## config.mk

```make
export PLATFORM = sky130hd
export DESIGN_NAME = gauss_3x3
export DESIGN_NICKNAME = d
export VERILOG_FILES = /design/src/rtl/gauss_3x3_pkg.sv /design/src/rtl/gauss_3x3_window.sv /design/src/rtl/gauss_3x3.sv
export SDC_FILE = /design/constraint.sdc
export NUM_CORES = 1
export LEC_CHECK = 0
export CORE_ASPECT_RATIO = 0.8
export CORE_MARGIN = 3
export CORE_UTILIZATION = 45
export DETAILED_ROUTE_END_ITERATION = 10
export PLACE_DENSITY = 0.59
export SLEW_MARGIN = 20
export SYNTH_ARGS = -nofsm -noshare
export SYNTH_HDL_FRONTEND = slang
export SYNTH_SLANG_ARGS = --single-unit
```

## constraint.sdc

```tcl
create_clock -name clk -period 3.4 [get_ports clk]
set_input_delay 0.68 -clock clk [delete_from_list [all_inputs] [get_ports clk]]
set_output_delay 0.68 -clock clk [all_outputs]
set_load 0.05 [all_outputs]
```

## src/rtl/gauss_3x3_pkg.sv

```systemverilog
// ---------------------------------------------------------------------------
// gauss_3x3_pkg
//   Shared definitions for the 3x3 Gaussian smoothing stage.
//   - Kernel taps: the 3x3 kernel [1 2 1; 2 4 2; 1 2 1] is separable, so it is
//     stored as one 1-D tap vector applied first along rows, then across rows.
//   - KERNEL_SHIFT: normalisation shift (the kernel weights sum to 16).
//   - SUM_WIDTH of the full accumulation is DATA_WIDTH + KERNEL_SHIFT; the
//     per-row partial sum needs DATA_WIDTH + ROW_GROWTH bits.
//   - Window FSM encoding (WAIT_SOP = 0, FRAME = 1).
//   Optional feature macro used by the importing modules: GAUSS_3X3_BYPASS_EN.
// ---------------------------------------------------------------------------
package gauss_3x3_pkg;

  // Window sequencing state
  typedef enum logic {
    WAIT_SOP = 1'b0,
    FRAME    = 1'b1
  } win_state_e;

  // 1-D taps; index 0 is the leftmost column / top row.
  localparam logic [2:0][2:0] KERNEL_TAP = {3'd1, 3'd2, 3'd1};

  // Weights sum to 16 -> divide by 16 with round-half-up.
  localparam int unsigned KERNEL_SHIFT = 4;

  // Taps of one row sum to 4 -> two extra bits per row partial sum.
  localparam int unsigned ROW_GROWTH = 2;

  // Added before the shift so the division rounds half up.
  localparam int unsigned ROUND_BIAS = 1 << (KERNEL_SHIFT - 1);

  // Framing that travels alongside every window / pipeline stage.
  typedef struct packed {
    logic valid;
    logic sop;
    logic eop;
  } frame_flags_t;

endpackage

```

## src/rtl/gauss_3x3_window.sv

```systemverilog
// ---------------------------------------------------------------------------
// window_3x3
//   Builds a 3x3 pixel window from a column-aligned triple of pixels
//   (current row, one row above, two rows above) and tracks the frame
//   position of every accepted pixel.
//
//   Ports:
//     clk, rst        : clock, synchronous active-high reset
//     in_valid        : pixel qualifier (no backpressure)
//     in_sop          : first pixel of a frame (with in_valid)
//     data_in         : pixel at (x, y)
//     row1_in         : pixel at (x, y-1)
//     row2_in         : pixel at (x, y-2)
//     bypass          : (GAUSS_3X3_BYPASS_EN only) sampled with each column
//     win_bypass      : (GAUSS_3X3_BYPASS_EN only) bypass of the last column
//     win             : window registers, win[col][row]; col 0 is oldest
//                       (x-2), row 0 is the top (y-2), row 2 is y
//     win_flags       : valid/sop/eop of the window just completed; valid is a
//                       one-cycle pulse per accepted pixel with x>=2, y>=2
//     state_dbg       : FSM state, for observation
//
//   Optional feature macro: GAUSS_3X3_BYPASS_EN.
//
//   Handshake: a pixel is accepted on a clock edge where in_valid=1 and either
//   in_sop=1 or the FSM is in FRAME. There is no ready; every accepted pixel
//   shifts the window and advances the (x, y) position exactly once.
// ---------------------------------------------------------------------------
module window_3x3
  import gauss_3x3_pkg::*;
#(
  parameter int DATA_WIDTH   = 8,
  parameter int LINE_WIDTH   = 640,
  parameter int FRAME_HEIGHT = 480
) (
  input  logic                           clk,
  input  logic                           rst,
  input  logic                           in_valid,
  input  logic                           in_sop,
  input  logic [DATA_WIDTH-1:0]          data_in,
  input  logic [DATA_WIDTH-1:0]          row1_in,
  input  logic [DATA_WIDTH-1:0]          row2_in,
`ifdef GAUSS_3X3_BYPASS_EN
  input  logic                           bypass,
  output logic                           win_bypass,
`endif
  output logic [2:0][2:0][DATA_WIDTH-1:0] win,
  output frame_flags_t                   win_flags,
  output win_state_e                     state_dbg
);

  localparam int XW = (LINE_WIDTH > 1) ? $clog2(LINE_WIDTH) : 1;
  localparam int YW = (FRAME_HEIGHT > 1) ? $clog2(FRAME_HEIGHT) : 1;

  localparam logic [XW-1:0] X_LAST  = XW'(LINE_WIDTH - 1);
  localparam logic [YW-1:0] Y_LAST  = YW'(FRAME_HEIGHT - 1);
  // First position at which the window holds three full columns and rows.
  localparam logic [XW-1:0] X_FULL  = XW'(2);
  localparam logic [YW-1:0] Y_FULL  = YW'(2);

  win_state_e state_q, state_d;
  // Position of the next pixel expected within the frame.
  logic [XW-1:0] x_q, x_d;
  logic [YW-1:0] y_q, y_d;
  logic [2:0][2:0][DATA_WIDTH-1:0] win_q, win_d;
  frame_flags_t flags_q, flags_d;

  // Position of the pixel presented this cycle (in_sop forces (0,0)).
  logic          accept;
  logic [XW-1:0] cur_x;
  logic [YW-1:0] cur_y;

  always_comb begin
    state_d = state_q;
    x_d     = x_q;
    y_d     = y_q;
    win_d   = win_q;
    flags_d = '0;

    accept = in_valid && (in_sop || (state_q == FRAME));
    cur_x  = in_sop ? '0 : x_q;
    cur_y  = in_sop ? '0 : y_q;

    if (accept) begin
      win_d[0] = win_q[1];
      win_d[1] = win_q[2];
      win_d[2] = {data_in, row1_in, row2_in};

      flags_d.valid = (cur_x >= X_FULL) && (cur_y >= Y_FULL);
      flags_d.sop   = flags_d.valid && (cur_x == X_FULL) && (cur_y == Y_FULL);
      flags_d.eop   = flags_d.valid && (cur_x == X_LAST) && (cur_y == Y_LAST);

      state_d = FRAME;
      if (cur_x == X_LAST) begin
        x_d = '0;
        if (cur_y == Y_LAST) begin
          y_d     = '0;
          state_d = WAIT_SOP;
        end else begin
          y_d = cur_y + YW'(1);
        end
      end else begin
        x_d = cur_x + XW'(1);
        y_d = cur_y;
      end
    end
  end

  always_ff @(posedge clk) begin
    if (rst) begin
      state_q <= WAIT_SOP;
      x_q     <= '0;
      y_q     <= '0;
      win_q   <= '0;
      flags_q <= '0;
    end else begin
      state_q <= state_d;
      x_q     <= x_d;
      y_q     <= y_d;
      win_q   <= win_d;
      flags_q <= flags_d;
    end
  end

`ifdef GAUSS_3X3_BYPASS_EN
  logic bypass_q, bypass_d;

  // Bypass belongs to the column it arrived with, so it only moves on accept.
  always_comb begin
    bypass_d = bypass_q;
    if (accept) begin
      bypass_d = bypass;
    end
  end

  always_ff @(posedge clk) begin
    if (rst) begin
      bypass_q <= 1'b0;
    end else begin
      bypass_q <= bypass_d;
    end
  end

  assign win_bypass = bypass_q;
`endif

  assign win       = win_q;
  assign win_flags = flags_q;
  assign state_dbg = state_q;

endmodule

```

## src/rtl/gauss_3x3.sv

```systemverilog
// ---------------------------------------------------------------------------
// gauss_3x3
//   3x3 Gaussian smoothing of one pixel channel. Takes the current pixel and
//   the column-aligned pixels one and two lines above, forms a 3x3 window
//   (window_3x3) and emits the filtered centre pixel of every interior
//   position, with frame framing. Border centres are dropped.
//
//   Ports:
//     clk, rst   : clock, synchronous active-high reset
//     in_valid   : input pixel qualifier (no backpressure)
//     in_sop     : first pixel of a frame
//     data_in    : pixel at row y
//     row1_in    : pixel at row y-1, same column
//     row2_in    : pixel at row y-2, same column
//     bypass     : (GAUSS_3X3_BYPASS_EN only) emit unfiltered centre pixel
//     out_valid  : filtered pixel qualifier
//     out_sop    : first output pixel of a frame (centre (1,1))
//     out_eop    : last output pixel of a frame
//     data_out   : filtered pixel; holds its value while out_valid=0
//
//   Optional feature macro: GAUSS_3X3_BYPASS_EN (adds the bypass port).
//
//   Handshake: out_valid is a pure qualifier; there is no ready. The output
//   of a window completed at edge N appears after edge N+2.
//
//   Pipeline:
//     stage 1 : weighted row sums (1 2 1 across each window row)
//     stage 2 : weighted column sum (1 2 1 down the rows), rounding, output
// ---------------------------------------------------------------------------
module gauss_3x3
  import gauss_3x3_pkg::*;
#(
  parameter int DATA_WIDTH   = 8,
  parameter int LINE_WIDTH   = 640,
  parameter int FRAME_HEIGHT = 480
) (
  input  logic                  clk,
  input  logic                  rst,
  input  logic                  in_valid,
  input  logic                  in_sop,
  input  logic [DATA_WIDTH-1:0] data_in,
  input  logic [DATA_WIDTH-1:0] row1_in,
  input  logic [DATA_WIDTH-1:0] row2_in,
`ifdef GAUSS_3X3_BYPASS_EN
  input  logic                  bypass,
`endif
  output logic                  out_valid,
  output logic                  out_sop,
  output logic                  out_eop,
  output logic [DATA_WIDTH-1:0] data_out
);

  localparam int ROW_WIDTH = DATA_WIDTH + ROW_GROWTH;
  localparam int SUM_WIDTH = DATA_WIDTH + KERNEL_SHIFT;

  // -------------------------------------------------------------------------
  // Window formation
  // -------------------------------------------------------------------------
  logic [2:0][2:0][DATA_WIDTH-1:0] win;
  frame_flags_t                    win_flags;
  // FSM state observation point for bound checkers; not used by the datapath.
  win_state_e                      window_state_unused;
`ifdef GAUSS_3X3_BYPASS_EN
  logic                            win_bypass;
`endif

  window_3x3 #(
    .DATA_WIDTH  (DATA_WIDTH),
    .LINE_WIDTH  (LINE_WIDTH),
    .FRAME_HEIGHT(FRAME_HEIGHT)
  ) u_window (
    .clk       (clk),
    .rst       (rst),
    .in_valid  (in_valid),
    .in_sop    (in_sop),
    .data_in   (data_in),
    .row1_in   (row1_in),
    .row2_in   (row2_in),
`ifdef GAUSS_3X3_BYPASS_EN
    .bypass    (bypass),
    .win_bypass(win_bypass),
`endif
    .win       (win),
    .win_flags (win_flags),
    .state_dbg (window_state_unused)
  );

  // -------------------------------------------------------------------------
  // Arithmetic helpers: the separable kernel applied along one dimension.
  // -------------------------------------------------------------------------
  function automatic logic [ROW_WIDTH-1:0] weigh_row(
    input logic [DATA_WIDTH-1:0] left,
    input logic [DATA_WIDTH-1:0] mid,
    input logic [DATA_WIDTH-1:0] right
  );
    return ROW_WIDTH'(KERNEL_TAP[0]) * ROW_WIDTH'(left)
         + ROW_WIDTH'(KERNEL_TAP[1]) * ROW_WIDTH'(mid)
         + ROW_WIDTH'(KERNEL_TAP[2]) * ROW_WIDTH'(right);
  endfunction

  function automatic logic [SUM_WIDTH-1:0] weigh_col(
    input logic [ROW_WIDTH-1:0] top,
    input logic [ROW_WIDTH-1:0] mid,
    input logic [ROW_WIDTH-1:0] bot
  );
    return SUM_WIDTH'(KERNEL_TAP[0]) * SUM_WIDTH'(top)
         + SUM_WIDTH'(KERNEL_TAP[1]) * SUM_WIDTH'(mid)
         + SUM_WIDTH'(KERNEL_TAP[2]) * SUM_WIDTH'(bot);
  endfunction

  // -------------------------------------------------------------------------
  // Stage 1: row partial sums. Advances every clock.
  // -------------------------------------------------------------------------
  logic [2:0][ROW_WIDTH-1:0] row_sum_q, row_sum_d;
  logic [DATA_WIDTH-1:0]     s1_centre_q, s1_centre_d;
  frame_flags_t              s1_flags_q, s1_flags_d;

  always_comb begin
    row_sum_d[0] = weigh_row(win[0][0], win[1][0], win[2][0]);
    row_sum_d[1] = weigh_row(win[0][1], win[1][1], win[2][1]);
    row_sum_d[2] = weigh_row(win[0][2], win[1][2], win[2][2]);
    s1_centre_d  = win[1][1];
    s1_flags_d   = win_flags;
  end

  always_ff @(posedge clk) begin
    if (rst) begin
      row_sum_q   <= '0;
      s1_centre_q <= '0;
      s1_flags_q  <= '0;
    end else begin
      row_sum_q   <= row_sum_d;
      s1_centre_q <= s1_centre_d;
      s1_flags_q  <= s1_flags_d;
    end
  end

`ifdef GAUSS_3X3_BYPASS_EN
  logic s1_bypass_q, s1_bypass_d;

  always_comb begin
    s1_bypass_d = win_bypass;
  end

  always_ff @(posedge clk) begin
    if (rst) begin
      s1_bypass_q <= 1'b0;
    end else begin
      s1_bypass_q <= s1_bypass_d;
    end
  end
`endif

  // -------------------------------------------------------------------------
  // Stage 2: full sum, round-half-up, output register.
  // The maximum sum (16 * max pixel) plus the bias still fits SUM_WIDTH, and
  // the quotient never exceeds the largest input, so no saturation.
  // -------------------------------------------------------------------------
  logic [SUM_WIDTH-1:0]  sum;
  logic [SUM_WIDTH-1:0]  sum_rounded;
  logic [DATA_WIDTH-1:0] filtered;
  logic [DATA_WIDTH-1:0] result;

  frame_flags_t          out_flags_q, out_flags_d;
  logic [DATA_WIDTH-1:0] data_out_q, data_out_d;

  always_comb begin
    sum         = weigh_col(row_sum_q[0], row_sum_q[1], row_sum_q[2]);
    sum_rounded = sum + SUM_WIDTH'(ROUND_BIAS);
    filtered    = sum_rounded[SUM_WIDTH-1:KERNEL_SHIFT];
`ifdef GAUSS_3X3_BYPASS_EN
    result      = s1_bypass_q ? s1_centre_q : filtered;
`else
    result      = filtered;
`endif

    out_flags_d = s1_flags_q;
    // Output data only changes with a qualified pixel; otherwise it holds.
    data_out_d  = data_out_q;
    if (s1_flags_q.valid) begin
      data_out_d = result;
    end
  end

`ifndef GAUSS_3X3_BYPASS_EN
  // The centre pixel is only needed when bypass exists.
  logic [DATA_WIDTH-1:0] s1_centre_unused;
  assign s1_centre_unused = s1_centre_q;
`endif

  always_ff @(posedge clk) begin
    if (rst) begin
      out_flags_q <= '0;
      data_out_q  <= '0;
    end else begin
      out_flags_q <= out_flags_d;
      data_out_q  <= data_out_d;
    end
  end

  assign out_valid = out_flags_q.valid;
  assign out_sop   = out_flags_q.sop;
  assign out_eop   = out_flags_q.eop;
  assign data_out  = data_out_q;

endmodule

```

Word-level counts from Yosys, hierarchy flattened --
Cells that the tools add are included.
Cells by class: multipliers 0, shift operators 0, add/sub/neg operators 11, reductions and logical operators 8, div/mod/pow operators 0, eq/ne operators 4, $lt $le $gt $ge 2, bitwise operators 1, multiplexer cells 7
Operator list (number):
- 10-bit by 8-bit adder with 10-bit output | 3
- 8-bit by 9-bit adder with 10-bit output | 3
- 9-bit two-way mux | 3
- 10-bit two-way mux | 2
- 10-bit by 11-bit adder with 12-bit output | 1
- 12-bit by 10-bit adder with 12-bit output | 1
- 12-bit by 4-bit adder with 12-bit output, second input constant | 1
- 10-bit by 1-bit adder with 10-bit output, second input constant | 1
- 10-bit == test, second input constant | 1
- 10-bit by 2-bit == test with 1-bit output, second input constant | 1
- 10-bit by 2-bit greater-or-equal comparator with 1-bit output, second input constant | 1
- 9-bit by 1-bit adder with 9-bit output, second input constant | 1
- 9-bit by 2-bit == test with 1-bit output, second input constant | 1
- 9-bit == test, second input constant | 1
- 9-bit by 2-bit greater-or-equal comparator with 1-bit output, second input constant | 1
- 1-bit logical AND | 6
- 1-bit two-way mux | 2
- 2-bit OR reduction | 1
- 1-bit logical OR | 1
- 1-bit NOT | 1
Storage, ports and cells: ROM bits 0, bits of input ports 28, memory bits (writable) 0, memories 0, latch bits 0, output and inout port bits 11, logic and storage cells 58, register bits after elaboration 139

Logic depth before layout (Yosys ltp) --
depth after elaboration 5, depth in mapped cells 12, mapped depth without buffers 10

Cells and area by module --
A second synthesis with hierarchy kept.
Unflattened totals: cell total of the unflattened synthesis 829, area, all modules 7150.6 µm²
Modules (own cells, without submodules):
- window_3x3 | instances 1, cells each 498, area an instance 3886.2 µm², seq. area each 1901.8 µm²
- gauss_3x3 | instances 1, cells each 331, area an instance 3264.4 µm², seq. area each 880.8 µm²

Least setup slack after synthesis --
No wires, ideal clock.
path kind input -> register, from input in_sop, to register u_window.y_q[5], library setup time 0.070 ns, path buffers 4, stages on the path 11, required time 3.330 ns, data arrival time 2.707 ns, path slack 0.623 ns, cell sequence buf_2 > buf_2 > clkbuf_1 > nor2_1 > ha_1 > and2_1 > and4_4 > buf_6 > a21o_1 > or3_1 > a21oi_1
On the way: cells in the longest elaborated chain, start to end 4, elaborated cells between the ends (all ways) 9, classes of those cells add/sub: 1; eq/ne: 2; mux: 4; reduce/logical: 2
RTL lines:
- start, declared | line gauss_3x3.sv:40 | input logic in_sop,
- 9-bit two-way mux | line gauss_3x3_window.sv:81 | cur_y = in_sop ? '0 : y_q;
- 9-bit by 1-bit adder with 9-bit output / 9-bit == test (equally long branches) | line gauss_3x3_window.sv:99, gauss_3x3_window.sv:95
- 9-bit two-way mux | line gauss_3x3_window.sv:95 | if (cur_y == Y_LAST) begin
- 9-bit two-way mux | line gauss_3x3_window.sv:93 | if (cur_x == X_LAST) begin
- end signal, assigned | line gauss_3x3_window.sv:118 | y_q <= y_d;
- end, declared | line gauss_3x3_window.sv:63 | logic [YW-1:0] y_q, y_d;
Several ways; a longest one is shown, not always the timed one. A chain may end at the register's enable or synchronous reset.

Worst setup path in the final report --
from register row_sum_q[4] in the netlist's numbering, to register data_out_q[6] (netlist: data_out[6])
On the way: cells in the longest elaborated chain, start to end 3
RTL lines:
- start, declared | line gauss_3x3.sv:114 | logic [2:0][ROW_WIDTH-1:0] row_sum_q, row_sum_d;
- start signal, assigned | line gauss_3x3.sv:132 | row_sum_q <= row_sum_d;
- 10-bit by 11-bit adder with 12-bit output | line gauss_3x3.sv:107 | + SUM_WIDTH'(KERNEL_TAP[1]) * SUM_WIDTH'(mid)
- 12-bit by 10-bit adder with 12-bit output | line gauss_3x3.sv:108 | + SUM_WIDTH'(KERNEL_TAP[2]) * SUM_WIDTH'(bot);
- 12-bit by 4-bit adder with 12-bit output | line gauss_3x3.sv:169 | sum_rounded = sum + SUM_WIDTH'(ROUND_BIAS);
- end signal, assigned | line gauss_3x3.sv:197 | data_out_q <= data_out_d;
- end, declared | line gauss_3x3.sv:165 | logic [DATA_WIDTH-1:0] data_out_q, data_out_d;
No other way between the ends.

==> metrics <==
outcome completed; Post-CTS Resized 0; CP Class flop to flop; dpl ws 117.1 ps; clock sink count 139; Worst slew margin 58.56%; VDD IR max 0.3285 mV; final setup fails 0; Crit path max-delay family adder cells; full die area 0.01737 mm^2; initial antenna violation count 0; post-synthesis sequential area ratio 39.11%; setup TNS 0 ps; first-pass iteration count of the detailed router 4; CTS buffer count 17; Clock Latency Late Sink 420 ps; std cell rows 40; number of flops mapped to enable cells by yosys 0; Post-Syn Instances 829; final worst-path setup slack 463.5 ps; actual slew at the worst max-slew pin 619.3 ps; Hold Path Depth 1; diodes inserted 0; Setup Skew 9.790 ps; Post-Syn Nets 938; Total GRT Usage 17.68%; Synth area leader dfxtp_1; Via density 5.178; CTS tree built; fin crit period 2936 ps; flop2flop setup slack 460 ps; nets 963; f_max 0.3405 GHz; routed len/inst 13.81 um; Ys Warns 0; gp weighted congestion 0.8409; clock transition at the registers of the reported paths 60 ps; area share of the largest cell type after synthesis 39.11%; Synth cell types 62; # IOs 39; R2R cell count 10; Core Util, Final 54.52%; period utilisation layout 86.37%; Die H 118.5 um; Critical path buffers and inverters 2; crit path capture type flop; Avg Inst Size Synth 8.583 um^2; fin area 0.008323 mm^2; Area Growth Syn to Fin 16.97%; PortBufs 38; die width 146.6 um; # hold bufs at CTS 0; worst hold margin 432.6 ps; pwr/cell area 476.6 mW/mm^2; vias in the first global route 5347; DP Cell Count 1045; Starting Density 46.61%; final hold viol count 0; CTS max path bufs 2; Area after DPL 0.007697 mm^2; critical path data arrival time 3260 ps; CP max FO 5; RSZ-0062 raised after global routing false; CP Launch Type flop; Core Region 0.01526 mm^2; CP cell instances inv_1, fa_1, inv_1, ha_1, ha_1, and4_1, a211oi_2, nor3_1, or4_1, o311ai_1; LEAKAGE 3.376 nW; CP required 3720 ps; total chip power 3.967 mW; post-CTS setup buffers 0; max cap viols 0; share of layout cells above drive strength 1 5.882%; prevailing post-synth register cell dfxtp_1; most area-consuming cells after synthesis dfxtp_1, fa_1, nand2_1; Max H-tree Level 4; post-DP HPWL 10.64 mm; ys async rst share 0%; Slew Limit Fails 0; Hold WC Path Type flop to flop; first-pass GRT wire length 25.42 mm; detailed-route via count 5577; slowest stage delay, CP 530 ps; Slowest-stage cell, CP fa_1; Yosys reg bits 139; Starting DRT DRC Count 404; DRT Wirelength 14.87 mm; largest net degree at the start of global routing 90; DR DRC count 0; number of routed nets with antenna violations 0; Cell Area, Synth 0.007116 mm^2; grt total ovfl 0; Stages on worst setup path 10; non-filler instance count after layout 1077; root buf cell clkbuf_16
## layout make-up
type | count | area (um^2)
fillers | 1390 | 6942
multi-input cells | 596 | 3970
flip-flops and latches | 139 | 2783
repair buffers | 47 | 483.0
clock buffers | 18 | 429.2
well taps | 210 | 262.8
inverters | 53 | 198.9
clock inverters | 14 | 196.4
## state kept, by name (all words and copies together), names as in the netlist
name and cells:
data_out 8, out_eop 1, out_flags_d 3, out_sop 1
out_valid 1, row_sum_q 30, u_window.state_dbg 1, u_window.win 72
u_window.win_flags 3, u_window.x_q 10, u_window.y_q 9
## metal layers
| layer | wire (um) | track usage (%) | up-vias |
|---|---|---|---|
| li1 | - | - | 2860 |
| met1 | 7722 | 25.18 | 2606 |
| met2 | 6412 | 26.68 | 95 |
| met3 | 556 | 3.680 | 16 |
| met4 | 182 | 6.110 | 0 |
| met5 | 0 | 0 | - |
## cells in the mapped netlist, drive strengths merged, types with 8 or more instances
master	number
and3	8
nor3	27
a21oi	99
fa	33
clkbuf	21
inv	53
nand2b	8
nand3	9
buf	20
nor2	45
dfxtp	139
nand2	167
nor2b	21
o21ai	25
ha	48
## worst paths after layout
kind / end / start
worst max-delay path: data_out[6] / row_sum_q[4]
worst min-delay path: out_sop / out_flags_d[1]
worst min register to register: out_sop / out_flags_d[1]
worst max register to register: data_out[6] / row_sum_q[4]
## logic make-up (layout without fill, tap and decap cells)
group | after synthesis | count (layout) | share of synthesized area [%]
adder cells (fa/ha/maj) | 81 | 81 | 17.72
multiplexers | 4 | 4 | 0.5978
AO/OA/AOI/OAI | 175 | 175 | 14.40
flip-flops | 139 | 139 | 39.11
buffers and inverters | 94 | 132 | 5.328
XOR/XNOR | 10 | 10 | 1.231
AND/OR/NAND/NOR | 326 | 326 | 21.61
## layout by cell type, fill, tap and decap left out, drive strengths merged, types with 4 or more instances in the layout
cell           instances
and4                   4
nor2b                 21
bufinv                 4
o211ai                 6
nand4                  6
a21oi                 99
dfxtp                139
nor3                  27
o31ai                  6
nand2                167
or3                    7
nand2b                 8
and3                   8
clkbuf                18
clkdlybuf4s50         37
a211oi                 7
nor2                  45
xnor2                  5
nand3                  9
buf                   10
ha                    48
inv                   54
a21o                   6
xor2                   5
clkinv                 6
nor4                   4
o21ai                 25
nor3b                  5
fa                    33
## power by group
part           switching [mW]  leakage (nW)  internal (mW)
registers              0.0330          1.13           1.67
logic                   0.184          1.95          0.130
clock network           0.721         0.296           1.23
(Power assumes the default switching activity.)
